**src/rtl/traffic_pkg.sv**
```systemverilog
// Shared definitions for the traffic light bus monitor: light encodings,
// tracked phases, fault codes and the served-direction marker.
package traffic_pkg;

  localparam logic [2:0] LT_RED = 3'b100;
  localparam logic [2:0] LT_YEL = 3'b010;
  localparam logic [2:0] LT_GRN = 3'b001;

  typedef enum logic [2:0] {
    PH_SYNC    = 3'd0,
    PH_NS_G    = 3'd1,
    PH_NS_Y    = 3'd2,
    PH_EW_G    = 3'd3,
    PH_EW_Y    = 3'd4,
    PH_ALL_RED = 3'd5
  } phase_e;

  localparam logic [2:0] FC_NONE     = 3'd0;
  localparam logic [2:0] FC_ENCODING = 3'd1;
  localparam logic [2:0] FC_CONFLICT = 3'd2;
  localparam logic [2:0] FC_SEQUENCE = 3'd3;
  localparam logic [2:0] FC_ORDER    = 3'd4;
  localparam logic [2:0] FC_SHORT    = 3'd5;
  localparam logic [2:0] FC_LONG     = 3'd6;
  localparam logic [2:0] FC_STALL    = 3'd7;

  typedef enum logic [1:0] {
    DIR_NONE = 2'd0,
    DIR_NS   = 2'd1,
    DIR_EW   = 2'd2
  } dir_e;

  function automatic logic light_legal(input logic [2:0] l);
    return (l == LT_RED) || (l == LT_YEL) || (l == LT_GRN);
  endfunction

endpackage

```
**src/rtl/tlm_dwell_counter.sv**
```systemverilog
// Phase dwell counter: loads 1 on phase entry, counts unchanged samples,
// saturates at SAT and compares the running value against a min/max window.
module tlm_dwell_counter #(
  parameter int unsigned SAT = 11,
  parameter int unsigned DW  = 4
) (
  input  logic          clk,
  input  logic          reset_n,
  input  logic          load,
  input  logic [DW-1:0] min_val,
  input  logic [DW-1:0] max_val,
  output logic          below_min,
  output logic          at_max
);

  logic [DW-1:0] dwell_q;
  logic [DW-1:0] dwell_d;

  always_comb begin
    dwell_d = dwell_q;
    if (load) begin
      dwell_d = DW'(1'b1);
    end else if (dwell_q < DW'(SAT)) begin
      dwell_d = dwell_q + DW'(1'b1);
    end else begin
      dwell_d = dwell_q;
    end
  end

  always_ff @(posedge clk or negedge reset_n) begin
    if (!reset_n) begin
      dwell_q <= {DW{1'b0}};
    end else begin
      dwell_q <= dwell_d;
    end
  end

  assign below_min = (dwell_q < min_val);
  assign at_max    = (dwell_q >= max_val);

endmodule

```
**src/rtl/traffic_light_monitor.sv**
```systemverilog
// Passive checker of the NS/EW light bus: tracks the phase sequence and flags
// encoding, conflict, ordering and dwell violations with sticky fault reporting.
module traffic_light_monitor
  import traffic_pkg::*;
#(
  parameter int unsigned GRN_MIN    = 10,
  parameter int unsigned GRN_MAX    = 10,
  parameter int unsigned YEL_MIN    = 3,
  parameter int unsigned YEL_MAX    = 3,
  parameter int unsigned ALLRED_MAX = 0,
  parameter int unsigned CNT_W      = 16
) (
  input  logic             clk,
  input  logic             reset_n,
  input  logic [2:0]       ns,
  input  logic [2:0]       ew,
  input  logic             fault_clr,
  output logic             fault,
  output logic [2:0]       fault_code,
  output logic [2:0]       phase,
  output logic [7:0]       viol_count,
  output logic [CNT_W-1:0] cycle_count
);

  localparam int unsigned GY_MAX    = (GRN_MAX > YEL_MAX) ? GRN_MAX : YEL_MAX;
  localparam int unsigned DWELL_SAT = ((GY_MAX > ALLRED_MAX) ? GY_MAX : ALLRED_MAX) + 1;
  localparam int unsigned DW        = $clog2(DWELL_SAT + 1);

  phase_e           phase_q, phase_d, tr_phase_s;
  dir_e             last_q, last_d, tr_last_s;
  logic             first_q, first_d, tr_first_s;
  logic             fault_q, fault_d;
  logic [2:0]       code_q, code_d, viol_code_s;
  logic [7:0]       viol_q, viol_d;
  logic [CNT_W-1:0] cyc_q, cyc_d;
  logic             cyc_inc_s, viol_hit_s;
  logic [DW-1:0]    min_s, max_s;
  logic             below_min_s, at_max_s;
  logic             ns_r, ns_y, ns_g, ew_r, ew_y, ew_g;

  assign ns_r = (ns == LT_RED);
  assign ns_y = (ns == LT_YEL);
  assign ns_g = (ns == LT_GRN);
  assign ew_r = (ew == LT_RED);
  assign ew_y = (ew == LT_YEL);
  assign ew_g = (ew == LT_GRN);

  always_comb begin
    min_s = {DW{1'b0}};
    max_s = DW'(DWELL_SAT);
    case (phase_q)
      PH_NS_G, PH_EW_G: begin min_s = DW'(GRN_MIN); max_s = DW'(GRN_MAX); end
      PH_NS_Y, PH_EW_Y: begin min_s = DW'(YEL_MIN); max_s = DW'(YEL_MAX); end
      PH_ALL_RED:       begin min_s = {DW{1'b0}};   max_s = DW'(ALLRED_MAX); end
      default:          begin min_s = {DW{1'b0}};   max_s = DW'(DWELL_SAT); end
    endcase
  end

  tlm_dwell_counter #(.SAT(DWELL_SAT), .DW(DW)) u_dwell (
    .clk       (clk),
    .reset_n   (reset_n),
    .load      (phase_d != phase_q),
    .min_val   (min_s),
    .max_val   (max_s),
    .below_min (below_min_s),
    .at_max    (at_max_s)
  );

  // Phase tracking and violation classification; lower codes are tested first.
  always_comb begin
    tr_phase_s  = phase_q;
    tr_last_s   = last_q;
    tr_first_s  = first_q;
    viol_code_s = FC_NONE;
    cyc_inc_s   = 1'b0;
    if (!light_legal(ns) || !light_legal(ew)) begin
      viol_code_s = FC_ENCODING;
    end else if (!ns_r && !ew_r) begin
      viol_code_s = FC_CONFLICT;
    end else begin
      case (phase_q)
        PH_SYNC: begin
          if (ns_g && ew_r) begin
            tr_phase_s = PH_NS_G; tr_first_s = 1'b1;
          end else if (ew_g && ns_r) begin
            tr_phase_s = PH_EW_G; tr_first_s = 1'b1;
          end else begin
            tr_phase_s = PH_SYNC;
          end
        end
        PH_NS_G: begin
          if (ns_g) begin
            if (at_max_s) viol_code_s = FC_LONG; else tr_phase_s = PH_NS_G;
          end else if (ns_y) begin
            if (below_min_s && !first_q) viol_code_s = FC_SHORT;
            else begin tr_phase_s = PH_NS_Y; tr_first_s = 1'b0; end
          end else begin
            viol_code_s = FC_SEQUENCE;
          end
        end
        PH_EW_G: begin
          if (ew_g) begin
            if (at_max_s) viol_code_s = FC_LONG; else tr_phase_s = PH_EW_G;
          end else if (ew_y) begin
            if (below_min_s && !first_q) viol_code_s = FC_SHORT;
            else begin tr_phase_s = PH_EW_Y; tr_first_s = 1'b0; end
          end else begin
            viol_code_s = FC_SEQUENCE;
          end
        end
        PH_NS_Y: begin
          if (ns_y) begin
            if (at_max_s) viol_code_s = FC_LONG; else tr_phase_s = PH_NS_Y;
          end else if (ns_g || ew_y) begin
            viol_code_s = FC_SEQUENCE;
          end else if (below_min_s) begin
            viol_code_s = FC_SHORT;
          end else if (ew_g) begin
            tr_phase_s = PH_EW_G; tr_last_s = DIR_NS;
          end else if (ALLRED_MAX == 0) begin
            viol_code_s = FC_STALL;
          end else begin
            tr_phase_s = PH_ALL_RED; tr_last_s = DIR_NS;
          end
        end
        PH_EW_Y: begin
          if (ew_y) begin
            if (at_max_s) viol_code_s = FC_LONG; else tr_phase_s = PH_EW_Y;
          end else if (ew_g || ns_y) begin
            viol_code_s = FC_SEQUENCE;
          end else if (below_min_s) begin
            viol_code_s = FC_SHORT;
          end else if (ns_g) begin
            tr_phase_s = PH_NS_G; tr_last_s = DIR_EW; cyc_inc_s = 1'b1;
          end else if (ALLRED_MAX == 0) begin
            viol_code_s = FC_STALL;
          end else begin
            tr_phase_s = PH_ALL_RED; tr_last_s = DIR_EW;
          end
        end
        PH_ALL_RED: begin
          if (ns_r && ew_r) begin
            if (at_max_s) viol_code_s = FC_STALL; else tr_phase_s = PH_ALL_RED;
          end else if (ns_g) begin
            if (last_q == DIR_NS) viol_code_s = FC_ORDER;
            else begin tr_phase_s = PH_NS_G; cyc_inc_s = (last_q == DIR_EW); end
          end else if (ew_g) begin
            if (last_q == DIR_EW) viol_code_s = FC_ORDER; else tr_phase_s = PH_EW_G;
          end else begin
            viol_code_s = FC_SEQUENCE;
          end
        end
        default: tr_phase_s = PH_SYNC;
      endcase
    end
  end

  // A violation forces a resync and takes precedence over any fault clear.
  always_comb begin
    viol_hit_s = (viol_code_s != FC_NONE);
    phase_d    = viol_hit_s ? PH_SYNC : tr_phase_s;
    last_d     = viol_hit_s ? last_q  : tr_last_s;
    first_d    = viol_hit_s ? first_q : tr_first_s;
    cyc_d      = (cyc_inc_s && !viol_hit_s) ? cyc_q + CNT_W'(1'b1) : cyc_q;
    viol_d     = (viol_hit_s && (viol_q != 8'hFF)) ? viol_q + 8'd1 : viol_q;
    fault_d    = fault_q;
    code_d     = code_q;
    if (viol_hit_s && (!fault_q || fault_clr)) begin
      fault_d = 1'b1;
      code_d  = viol_code_s;
    end else if (!viol_hit_s && fault_clr) begin
      fault_d = 1'b0;
      code_d  = FC_NONE;
    end else begin
      fault_d = fault_q;
      code_d  = code_q;
    end
  end

  always_ff @(posedge clk or negedge reset_n) begin
    if (!reset_n) begin
      phase_q <= PH_SYNC;
      last_q  <= DIR_NONE;
      first_q <= 1'b0;
      fault_q <= 1'b0;
      code_q  <= FC_NONE;
      viol_q  <= 8'd0;
      cyc_q   <= {CNT_W{1'b0}};
    end else begin
      phase_q <= phase_d;
      last_q  <= last_d;
      first_q <= first_d;
      fault_q <= fault_d;
      code_q  <= code_d;
      viol_q  <= viol_d;
      cyc_q   <= cyc_d;
    end
  end

  assign fault       = fault_q;
  assign fault_code  = code_q;
  assign phase       = phase_q;
  assign viol_count  = viol_q;
  assign cycle_count = cyc_q;

endmodule

```
**config.mk**
```make
export PLATFORM = sky130hd
export DESIGN_NAME = traffic_light_monitor
export DESIGN_NICKNAME = d
export VERILOG_FILES = /design/src/rtl/traffic_pkg.sv /design/src/rtl/tlm_dwell_counter.sv /design/src/rtl/traffic_light_monitor.sv
export SDC_FILE = /design/constraint.sdc
export NUM_CORES = 1
export LEC_CHECK = 0
export CELL_PAD_IN_SITES_DETAIL_PLACEMENT = 1
export CELL_PAD_IN_SITES_GLOBAL_PLACEMENT = 2
export CORE_ASPECT_RATIO = 1.1
export CORE_MARGIN = 1.5
export CORE_UTILIZATION = 35
export DETAILED_ROUTE_END_ITERATION = 12
export DONT_BUFFER_PORTS = 1
export PLACE_DENSITY = 0.79
export SETUP_SLACK_MARGIN = 0.4
export SYNTH_ARGS = -nofsm -noshare
export SYNTH_HDL_FRONTEND = slang
export SYNTH_SLANG_ARGS = --single-unit
```
**constraint.sdc**
```tcl
create_clock -name clk -period 7.1 [get_ports clk]
set_input_delay 1.775 -clock clk [delete_from_list [all_inputs] [get_ports clk]]
set_output_delay 1.775 -clock clk [all_outputs]
set_load 0.03 [all_outputs]
```
==> summary.md, run 1 <==
The initialized floorplan defines 34 standard-cell rows. Setup violations remaining at the end of the flow were counted as 0. Measured along the x axis, the die boundary spans 88.9 µm. The tools report the number of synthesis warnings as 0. The path depth of the worst reg2reg path was 12. In the final routed layout, each cell accounts on average for 18.3 µm. The vertical die dimension works out to 97.5 µm. The tools report the starting utilization of the core area as 36.1%. Clock transition at the registers of the reported paths: 0.08 ns.

In the final layout, the share of cells above drive strength 1 is 9.27%. The via count of the first global-routing pass was 2630; the number of diodes added for antenna fixing was 0. Each instance of the synthesized netlist takes up on average 8.93 µm². In the global route stage, overall resource usage came out at 19.0%. Hold repair after CTS inserted 0 buffers. Global-route wire length before repair: 13000 µm. The residual DRC count was 0; the highest ir drop seen on vdd was 0.112 mV.

The slew at the pin closest to its max-slew limit works out to 0.889 ns. The logs give 5 for the number of buffers created by CTS and 67 for the count of distinct cell types in the synthesized netlist. After layout, the worst path uses 58.3% of the clock period.

The detailed-placement wirelength estimate is 5710 µm, and the die area is 0.00867 mm². In the post-synthesis netlist, the biggest area contributors are dfrtp_1, xor2_1, ha_1. In this run the remaining antenna-violating nets after routing total 0. For the number of top-level pins, the log shows 40.

In this run the clock root is driven by a clkbuf_8. The design draws 0.000732 W. Of all flip-flops after synthesis, the portion carrying an async set or reset was 100%. Of all nets on the critical path, the largest fanout is 20. Yosys instantiated no cell more often than dfrtp_1. Once placement finished, the instance area stood at 0.00292 mm². In this run the tightest slew margin relative to its limit is 40.3%. For this run, the leading register cell type out of synthesis is dfrtp_1. STA classifies the critical path startpoint as a flop. The synthesized netlist occupies a cell area of 0.00284 mm². For this run, the detailed router's first-pass iteration total came to 6.

Register cell area after layout: 951 µm². The run gives 331 as the total number of nets in the final design. The longest clock path from root to sink contains 2 buffers. Number of cells on the worst hold path: 1.

The area added between synthesis and finish is 5.86%. The total wirelength of the detailed-routed design is 7690 µm, and the detail-routed via count per cell is 5.88. The flow ran to the end, and the final reports show no timing, DRC or antenna violations. At the later pin of the worst-skew pair, clock insertion delay measures 0.29 ns.

TritonCTS built the clock tree. The tools report the required time at the endpoint of the critical path as 7.28 ns. The critical path is of the flop to flop type.

The power density of the placed cells is 243 mW/mm², and the number of failing hold endpoints at the final stage is 0. After routing the design area is 0.00301 mm². The filler cells instantiated in the layout total 910. In this run, synthesis produced a sequential element count of 38. For the final database, setup skew stands at 0.00883 ns. Total negative setup slack: 0 ns.

The initial antenna violation count was 0. Once routing completed, OpenROAD measured the worst setup slack at 2.96 ns. For this run, the share of the core covered by cells in the final layout is 38.2%. The detailed router finished its first iteration with 112 violations. The tools report the total of max-cap violations as 0. The tools report the total number of clock tree sinks as 38.

The critical path capture point type is a flop. The logs give 242 MHz for the highest attainable clock frequency and 2476 for the via count. Entering global routing, the biggest net connects 39 pins.

The run gives 0.851 as the weighted congestion at the end of routability-driven global placement. The clock period could shrink to 4.14 ns. In this run the number of H-tree levels came out at 2.

In the final layout, the multi-input gates occupy 0.00176 mm². The proportion of netlist area held by the largest area contributor is 33.5%, and the number of port buffers is 0. The post-placement setup slack was 2.73 ns.

Setup repair after global routing left no endpoint under its margin. The logs give 0 for the buffers inserted during post-CTS setup optimization and 337 for the synthesized netlist net count. Counting flops with a built-in enable in the synthesized netlist gives 0. The reported leakage power is 1.23 nW. By count the netlist is led by dfrtp_1, nor2_1, nand2_1, a21oi_1, xor2_1. After clock tree synthesis, the repair step resized 0 gates. The logs give 318 for the number of cells produced by synthesis and 0 for the count of pins over their slew limit. The classification of the worst-slack hold path was flop to flop.

The data arrival time of the critical path is 4.31 ns. Top cell type by total area after synthesis: dfrtp_1. After synthesis, flip-flops and latches occupy 33.5% of the total area. After global routing the overflow that remains totals 0.

The region available for standard cell placement spans 0.00787 mm².
==> state kept, by name, indices dropped and copies added (netlist names) <==
name,cells
fault_code,3
fault,1
u_dwell.dwell_q,4
phase,3
viol_count,8
first_q,1
cycle_count,16
last_q,2
==> cells by family (layout without fill, tap and decap cells) <==
| family | Yosys count | after routing | share of synthesized area [%] |
|---|---|---|---|
| AO/OA/AOI/OAI | 83 | 83 | 21.4 |
| XOR/XNOR | 26 | 26 | 8.02 |
| adder cells (fa/ha/maj) | 10 | 10 | 4.41 |
| buffers and inverters | 28 | 23 | 4.49 |
| flip-flops | 38 | 38 | 33.5 |
| multiplexers | 6 | 6 | 2.33 |
| AND/OR/NAND/NOR | 127 | 127 | 25.9 |
==> power breakdown <==
| group | total (W) | switching (W) | internal [W] |
|---|---|---|---|
| registers | 0.000353 | 0.0000993 | 0.000254 |
| clock network | 0.000153 | 0.0000745 | 0.0000784 |
| logic | 0.000226 | 0.000122 | 0.000104 |
==> critical path, stage by stage (launching register included) <==
cell       delay [ns]
dfrtp_1          0.32
buf_4            0.29
or3b_2           0.57
o21ai_0          0.12
ha_1             0.29
o21a_1           0.15
a311oi_4         0.48
a2111oi_0        0.18
a2111oi_0        0.58
a311o_2          0.27
and2_4           0.26
nand4_4          0.14
o32a_1           0.38
==> cells in the final DEF (no fill, tap or decap), drive strengths merged, types with 3 or more instances in the layout <==
cell and count:
nand2b 10, and3 6, nor3 3, ha 10, nand2 24, nand3b 3
nand4 15, o21ai 12, clkbuf 7, a31oi 6, o32ai 7, nor4 4
dfrtp 38, xnor2 11, inv 12, and2 3, nor2 28, buf 3
nor3b 8, or3b 5, nand3 7, nor2b 3, mux2 5, a21oi 19
a22oi 3, o22ai 4, xor2 15
==> metrics by stage <==
| step | hold slack [ns] | instances |
|---|---|---|
| after floorplan | 0.458 | 318 |
| after global placement | 0.482 | 413 |
| after detailed placement | 0.491 | 413 |
| after CTS | 0.507 | 421 |
| after global routing | 0.520 | 421 |
| final | 0.502 | 421 |
==> per-layer routing <==
metal / GRT usage (%) / share of wire, % / vias to the layer above
met3: 3.65 / 4.2 / 11
met5: 0 / 0 / -
li1: - / - / 1172
met1: 25.0 / 45 / 1240
met4: 5.65 / 1.6 / 0
met2: 31.1 / 49 / 53
==> path summary, 6_finish.rpt <==
check	from	endpoint	slack [ns]
max in group asynchronous	reset_n	cycle_count[2]	5.84
max reg2reg	phase[1]	u_dwell.dwell_q[0]	2.96
max	phase[1]	u_dwell.dwell_q[0]	2.96
min in group asynchronous	reset_n	last_q[1]	1.17
min	first_q	first_q	0.50
min reg2reg	first_q	first_q	0.50
==> layout make-up <==
cell class	instances	area share [%]
Tap cell	108	4.49
Clock buffer	7	2.87
Multi-Input combinational cell	252	58.6
Sequential cell	38	31.6
Timing Repair Buffer	3	0.749
Inverter	12	1.50
Clock inverter	1	0.166
Power figures use the tool's default switching activity.
==> run 2: changes to the inputs <==
- clock period: 7.1 -> 4.1 ns (I/O delays scaled with it)
==> run 2 against run 1 <==
Clock skew is 0.0025 ns lower. Cell area up 4.2%. Final cell count rose by 2.6%. Global-route usage up 1.1 points. Clock power is 73% higher. Sequential power increased by 75%. Via count increased by 2.6%. Sequential share of layout area down 1.3 points. Core utilization rose by 1.6 points.
==> summary.md, run 2 (synthesis gave the netlist of run 1 again) <==
Final critical-path required period: 3.64 ns. Overall power consumption: 0.00131 W. At the pin with the least slew margin, the transition time is 0.866 ns. The top cell types in the final layout, fill and taps aside, are dfrtp_1, nor2_1, nand2_1, a21oi_1, xor2_1. The detailed router's first-iteration violation count is 89. Part of the total power dissipated in the clock network: 20.1%.

The via count was 2540. For this design the static power due to leakage is 1.30 nW. The initial antenna violation count was 0; the worst setup skew after layout was 0.00637 ns. Along the worst path, the maximum fanout reaches 19.

For this design, the CTS-stage hold fixing added 0 buffers. Detailed placement ended at an HPWL of 6020 µm. For this design, the slowest cell found on the critical path is a2111oi_1.

Traced cell by cell, the critical path runs through buf_6, nor2_1, xnor2_1, ha_1, o31ai_1, a21oi_2, o21ai_0, a2111oi_1, a311o_2, and2_4, buf_6, and3_4, o32ai_1. The global-route wire length before repair is 13600 µm. The worst path meets setup with 0.463 ns of slack. The mean routed wirelength per cell is 19.0 µm.

The insertion delay to the later sink of the worst-skew pair was 0.29 ns; the register-to-register path setup slack was 0.46 ns. After the last flow step, the layout net total stands at 342. Buffers inserted during clock tree synthesis total 5.

The tree is rooted in a clkbuf_8. TritonCTS built the clock tree. Relative to the synthesized area, the layout overhead comes to 10.3%.

In the routed design, unresolved DRC markers number 0. The family with the most delay on the worst path is compound AO/OA/AOI/OAI gates. The H-tree was split into 2 levels. The total number of clock tree sinks was 38. STA classifies the critical path startpoint as a flop.

In this run the deepest clock path goes through 2 buffers. The required time at the endpoint of the critical path is 4.25 ns. The iteration count of the initial detailed-routing pass was 5.

Summed over all layers, the global routing overflow is 0. Number of failing hold endpoints at the final stage: 0. The run gives 0 ns as the total negative setup slack. The tightest min-delay check is of the primary input to asynchronous set/reset pin type.

The number of flip-flops in the largest register came out at 16. For the worst setup path, the data arrival time is 3.79 ns. The power density of the placed cells came out at 419 mW/mm².

Maximum cell stage delay along the critical path: 0.61 ns. The number of port buffers is 0. The number of buffer and inverter stages on the critical path came out at 2. The final cycle utilization of the critical path is 88.7%. The die is 88.9 µm wide. Setup repair after global routing left no endpoint under its margin. The die covers 0.00867 mm². The internal portion of the total power is 0.000782 W. Setup violations remaining at the end of the flow were counted as 0. Dividing the detail-routed via count by the number of cells gives 5.88. The flow ran to the end, and the final reports show no timing, DRC or antenna violations. Static timing analysis puts the maximum clock frequency at 275 MHz. The worst pin sits at a relative slew slack of 42.3%.

The detail route stage leaves a number of antenna-violating nets equal to 0. For the number of diodes added for antenna fixing, the log shows 0. For this configuration, the core starts out at a cell density of 36.1%.

Of the total power, registers draw 47.1%. The floorplan has 34 rows. The vertical die dimension works out to 97.5 µm. Combinational cells account for 32.8% of the total power. The via count of the first global-routing pass was 2743; the fraction of power spent switching nets was 40.4%.

Of the cells placed in the final design, the portion with a size suffix greater than 1 is 13.9%. Weighted congestion at the end of routability-driven global placement: 0.901. The library cell used most frequently in the layout, excluding fill and tap cells, is dfrtp_1.

Global routing used 20.0% of the available tracks across all layers. The placeable core region was 0.00787 mm². Start-to-end type of the worst setup path: flop to flop. By instance count, the cell type seen most on the critical path is buf_6. The routed design has 8220 µm of wire. Count of pins over their slew limit: 0. The run gives 0.278 ns as the post-placement setup slack. The total of max-cap violations was 0. The tools report the switching power summed over all nets as 0.000531 W. Maximum number of pins on one net before global-route repair: 39. The tools report the highest ir drop seen on vdd as 0.172 mV. Clock-pin slew was measured on the worst setup and hold paths at 0.08 ns. The critical path capture point type is a flop. 40 I/O pins were placed.
==> run 2: final cells by class <==
cell class              count  area (µm²)
clock buffers               7        86.3
clock inverters             1        5.00
fillers                   949        4740
inverters                  12        45.0
multi-input cells         252        1780
flip-flops and latches     38         951
well taps                 108         135
repair buffers             14         129
==> run 2: worst paths after layout <==
check / from / cells past startpoint / to
max reg2reg: phase[1] / 13 / u_dwell.dwell_q[1]
max in group asynchronous: reset_n / 0 / cycle_count[2]
max: phase[1] / 13 / u_dwell.dwell_q[1]
min reg2reg: first_q / 1 / first_q
min: reset_n / 0 / fault_code[0]
min in group clk: first_q / 1 / first_q
==> run 2: power groups by stage <==
| stage | Clock, W | Sequential [W] | Combinational, W |
|---|---|---|---|
| floorplan | 0 | 0.000595 | 0.000320 |
| global placement | 0 | 0.000621 | 0.000379 |
| global route | 0.000287 | 0.000628 | 0.000485 |
| finish | 0.000264 | 0.000619 | 0.000430 |
| CTS | 0.000274 | 0.000618 | 0.000423 |
| detailed placement | 0 | 0.000625 | 0.000392 |
==> run 2: through the flow <==
stage | instance area, µm² | hold slack [ns] | cells | util, %
final | 3130 | 0.427 | 432 | 39.8
after global routing | 3130 | 0.405 | 432 | 39.8
after CTS | 3040 | 0.418 | 425 | 38.6
after detailed placement | 2930 | 0.482 | 415 | 37.2
after global placement | 2930 | 0.479 | 415 | 37.2
after floorplan | 2840 | 0.458 | 318 | -
==> run 2: routing by layer <==
metal / up-vias / track usage (%) / wire [µm]
met5: - / 0 / 0
met4: 0 / 6.37 / 149
met3: 14 / 4.59 / 377
met2: 66 / 32.8 / 4080
met1: 1258 / 25.8 / 3620
li1: 1202 / - / -
==> run 2: what timing repair did <==
item                                    CTS  global route
resized for setup                         2            14
pin swaps                                 2             5
gates cloned                              0             0
endpoints found under the setup margin    8            22
buffers inserted                          2             7
==> run 3: changes to the inputs <==
==> constraint.sdc (replaced) <==
create_clock -name clk -period 4.65 [get_ports clk]
set_input_delay 1.1625 -clock clk [delete_from_list [all_inputs] [get_ports clk]]
set_output_delay 1.1625 -clock clk [all_outputs]
set_load 0.1 [all_outputs]
==> run 3 against run 2 <==
Die area did not move. Power is 0.39% lower. Sequential cell count unchanged. Sequential share of layout area grew 1.0 points. Non-clock buffer count is 8 lower. Register-to-register slack gained 0.11 ns. Global-route usage decreased by 0.31 points. Final cell count decreased by 1.9%. Hold slack improved by 0.094 ns. Combinational power decreased by 21%. Critical path type unchanged. Largest cell class unchanged.
==> summary.md, run 3 (synthesis gave the netlist of run 1 again) <==
The number of hold buffers added after CTS was 0. TritonCTS built the clock tree. The tools report the highest ir drop seen on vdd as 0.241 mV. The congestion estimate from routability-driven global placement came to 0.921. The iteration count of the initial detailed-routing pass was 4.

The worst path uses 87.7% of the clock period. Overall global routing resource usage: 19.7%. After filler insertion, the fill cell instance count of the layout stands at 958. Leaving out fill and tap cells, the most frequent cell in the layout is dfrtp_1.

After legalization and detailed placement, the total HPWL measured 6150 µm. The power density of the placed cells was 432 mW/mm². The number of buffers created by CTS was 5; the residual DRC count was 0. The final-layout worst hold slack is 0.520 ns.

Headroom to the max-slew limit came out at 27.5%. For this run, the slowest stage of the critical path takes 0.62 ns. The cell depth of the worst setup path was 11.

For this design the static power due to leakage is 1.25 nW. The global route total overflow was 0. The number of port buffers is 0, and the fraction of final layout cells sized beyond drive strength 1 is 10.1%.

The via count of the first global-routing pass is 2702. Setup repair after global routing left no endpoint under its margin. From left edge to right edge, the die measures 88.9 µm.

For the final database, setup skew stands at 0.00421 ns. At the end of the flow the core is filled with cells to 38.5%. CTS saw 38 sinks.

For this block, the routed nets add up to 7870 µm of wire. Counting cells, the worst reg-to-reg path comes to 11. In this run the clock root is driven by a clkbuf_8.

The slew at the pin closest to its max-slew limit was 1.09 ns; the number of routed nets with antenna violations was 0. Gates resized during post-CTS repair numbered 0. The logs give 0 for the count of pins over their slew limit and 0.00787 mm² for the placeable core region.

At the later pin of the worst-skew pair, clock insertion delay measures 0.29 ns. The run finished with clean final reports. The min-delay analysis places its worst path in the category flop to flop. Required time at the endpoint of the critical path: 4.82 ns. The number of buffer and inverter stages on the critical path was 0; the buffers inserted during post-CTS setup optimization was 0.

For the count of final setup violators, the log shows 0. The critical path capture point type is a flop. For this run, the post-layout net count is 334.

Maximum number of pins on one net before global-route repair: 39. 0 antenna diodes ended up in the layout. The number of flip-flops in the largest register is 16, and the global-route wire length before repair is 13400 µm.

The maximum fanout encountered on the critical timing path is 14, and the via count is 2497. The number of cells on the worst hold path was 1; the number of failing hold endpoints at the final stage was 0. Among cell families on the critical path, the largest total delay comes from compound AO/OA/AOI/OAI gates. The initial antenna violation count came out at 0. The critical path in this run is classified as flop to flop. Area added between synthesis and finish: 6.65%. After floorplanning, the core was divided into 34 placement rows.

The floorplan step set the die height to 97.5 µm. In this run the deepest clock path goes through 2 buffers. For the worst setup path, the data arrival time is 4.25 ns. The critical path goes through or3b_2, o21ai_0, ha_1, o21a_1, a311oi_4, a2111oi_0, a2111oi_0, a311o_2, and2_4, nand4_4, o32a_1.

The final critical-path required period came out at 4.08 ns. For this block, the initial DRC count from the detailed router was 127. After clock tree synthesis, the clock-pin slew on the worst setup and hold paths is 0.07 ns. The slowest stage of the critical path belongs to the cell a2111oi_0. The depth of the CTS H-tree is 2, and the mean routed wirelength per cell is 18.6 µm. For the highest attainable clock frequency, the log shows 245 MHz. The worst setup path is launched from a flop. Leaving out fill and tap cells, the most frequent cells in the layout are dfrtp_1, nor2_1, nand2_1, a21oi_1, xor2_1.

Using the TritonRoute via totals, the vias-per-cell ratio works out to 5.89. The total negative setup slack was 0 ns. The total of max-cap violations is 0. The tools report the number of top-level pins as 40. The most used cell along the critical path is a2111oi_0.

The floorplan step defined a die boundary enclosing 0.00867 mm². For this configuration, the core starts out at a cell density of 36.1%.
-- run 3: final timing paths --
check                      startpoint                  to  slack (ns)
setup / recovery             phase[1]  u_dwell.dwell_q[0]        0.57
hold / removal                first_q             first_q        0.52
setup reg to reg             phase[1]  u_dwell.dwell_q[0]        0.57
hold reg to reg               first_q             first_q        0.52
max in group asynchronous     reset_n  u_dwell.dwell_q[2]        4.00
min in group asynchronous     reset_n       fault_code[2]        0.56
-- run 3: stage by stage --
step	setup WS (ns)	total power [W]	cells	cell area, µm²
6_report	0.572	0.00131	424	3030
5_1_grt	0.460	0.00139	424	3030
4_1_cts	0.622	0.00132	424	3030
3_5_place_dp	0.640	0.00108	416	2940
3_3_place_gp	0.759	0.00107	416	2940
2_1_floorplan	0.555	0.00100	318	2840
-- run 3: final cells by class --
class / instances / area [µm²] / share of cell area [%]
inverters: 12 / 45.0 / 1.49
repair buffers: 6 / 45.0 / 1.49
well taps: 108 / 135 / 4.46
multi-input cells: 252 / 1760 / 58.2
clock buffers: 7 / 86.3 / 2.85
clock inverters: 1 / 5.00 / 0.165
flip-flops and latches: 38 / 951 / 31.4
-- run 3: where the power goes --
part           switching [W]  internal, W  leakage (nW)  total (W)
logic               0.000178     0.000161         0.714   0.000339
registers           0.000352     0.000382         0.486   0.000734
clock network       0.000115     0.000120        0.0482   0.000235
-- run 3: metal layers --
layer | GRT usage, % | up-vias | share of wire [%]
li1 | - | 1184 | -
met2 | 31.7 | 73 | 48
met1 | 25.0 | 1219 | 43
met4 | 9.01 | 0 | 2.9
met3 | 4.08 | 21 | 5.6
met5 | 0 | - | 0
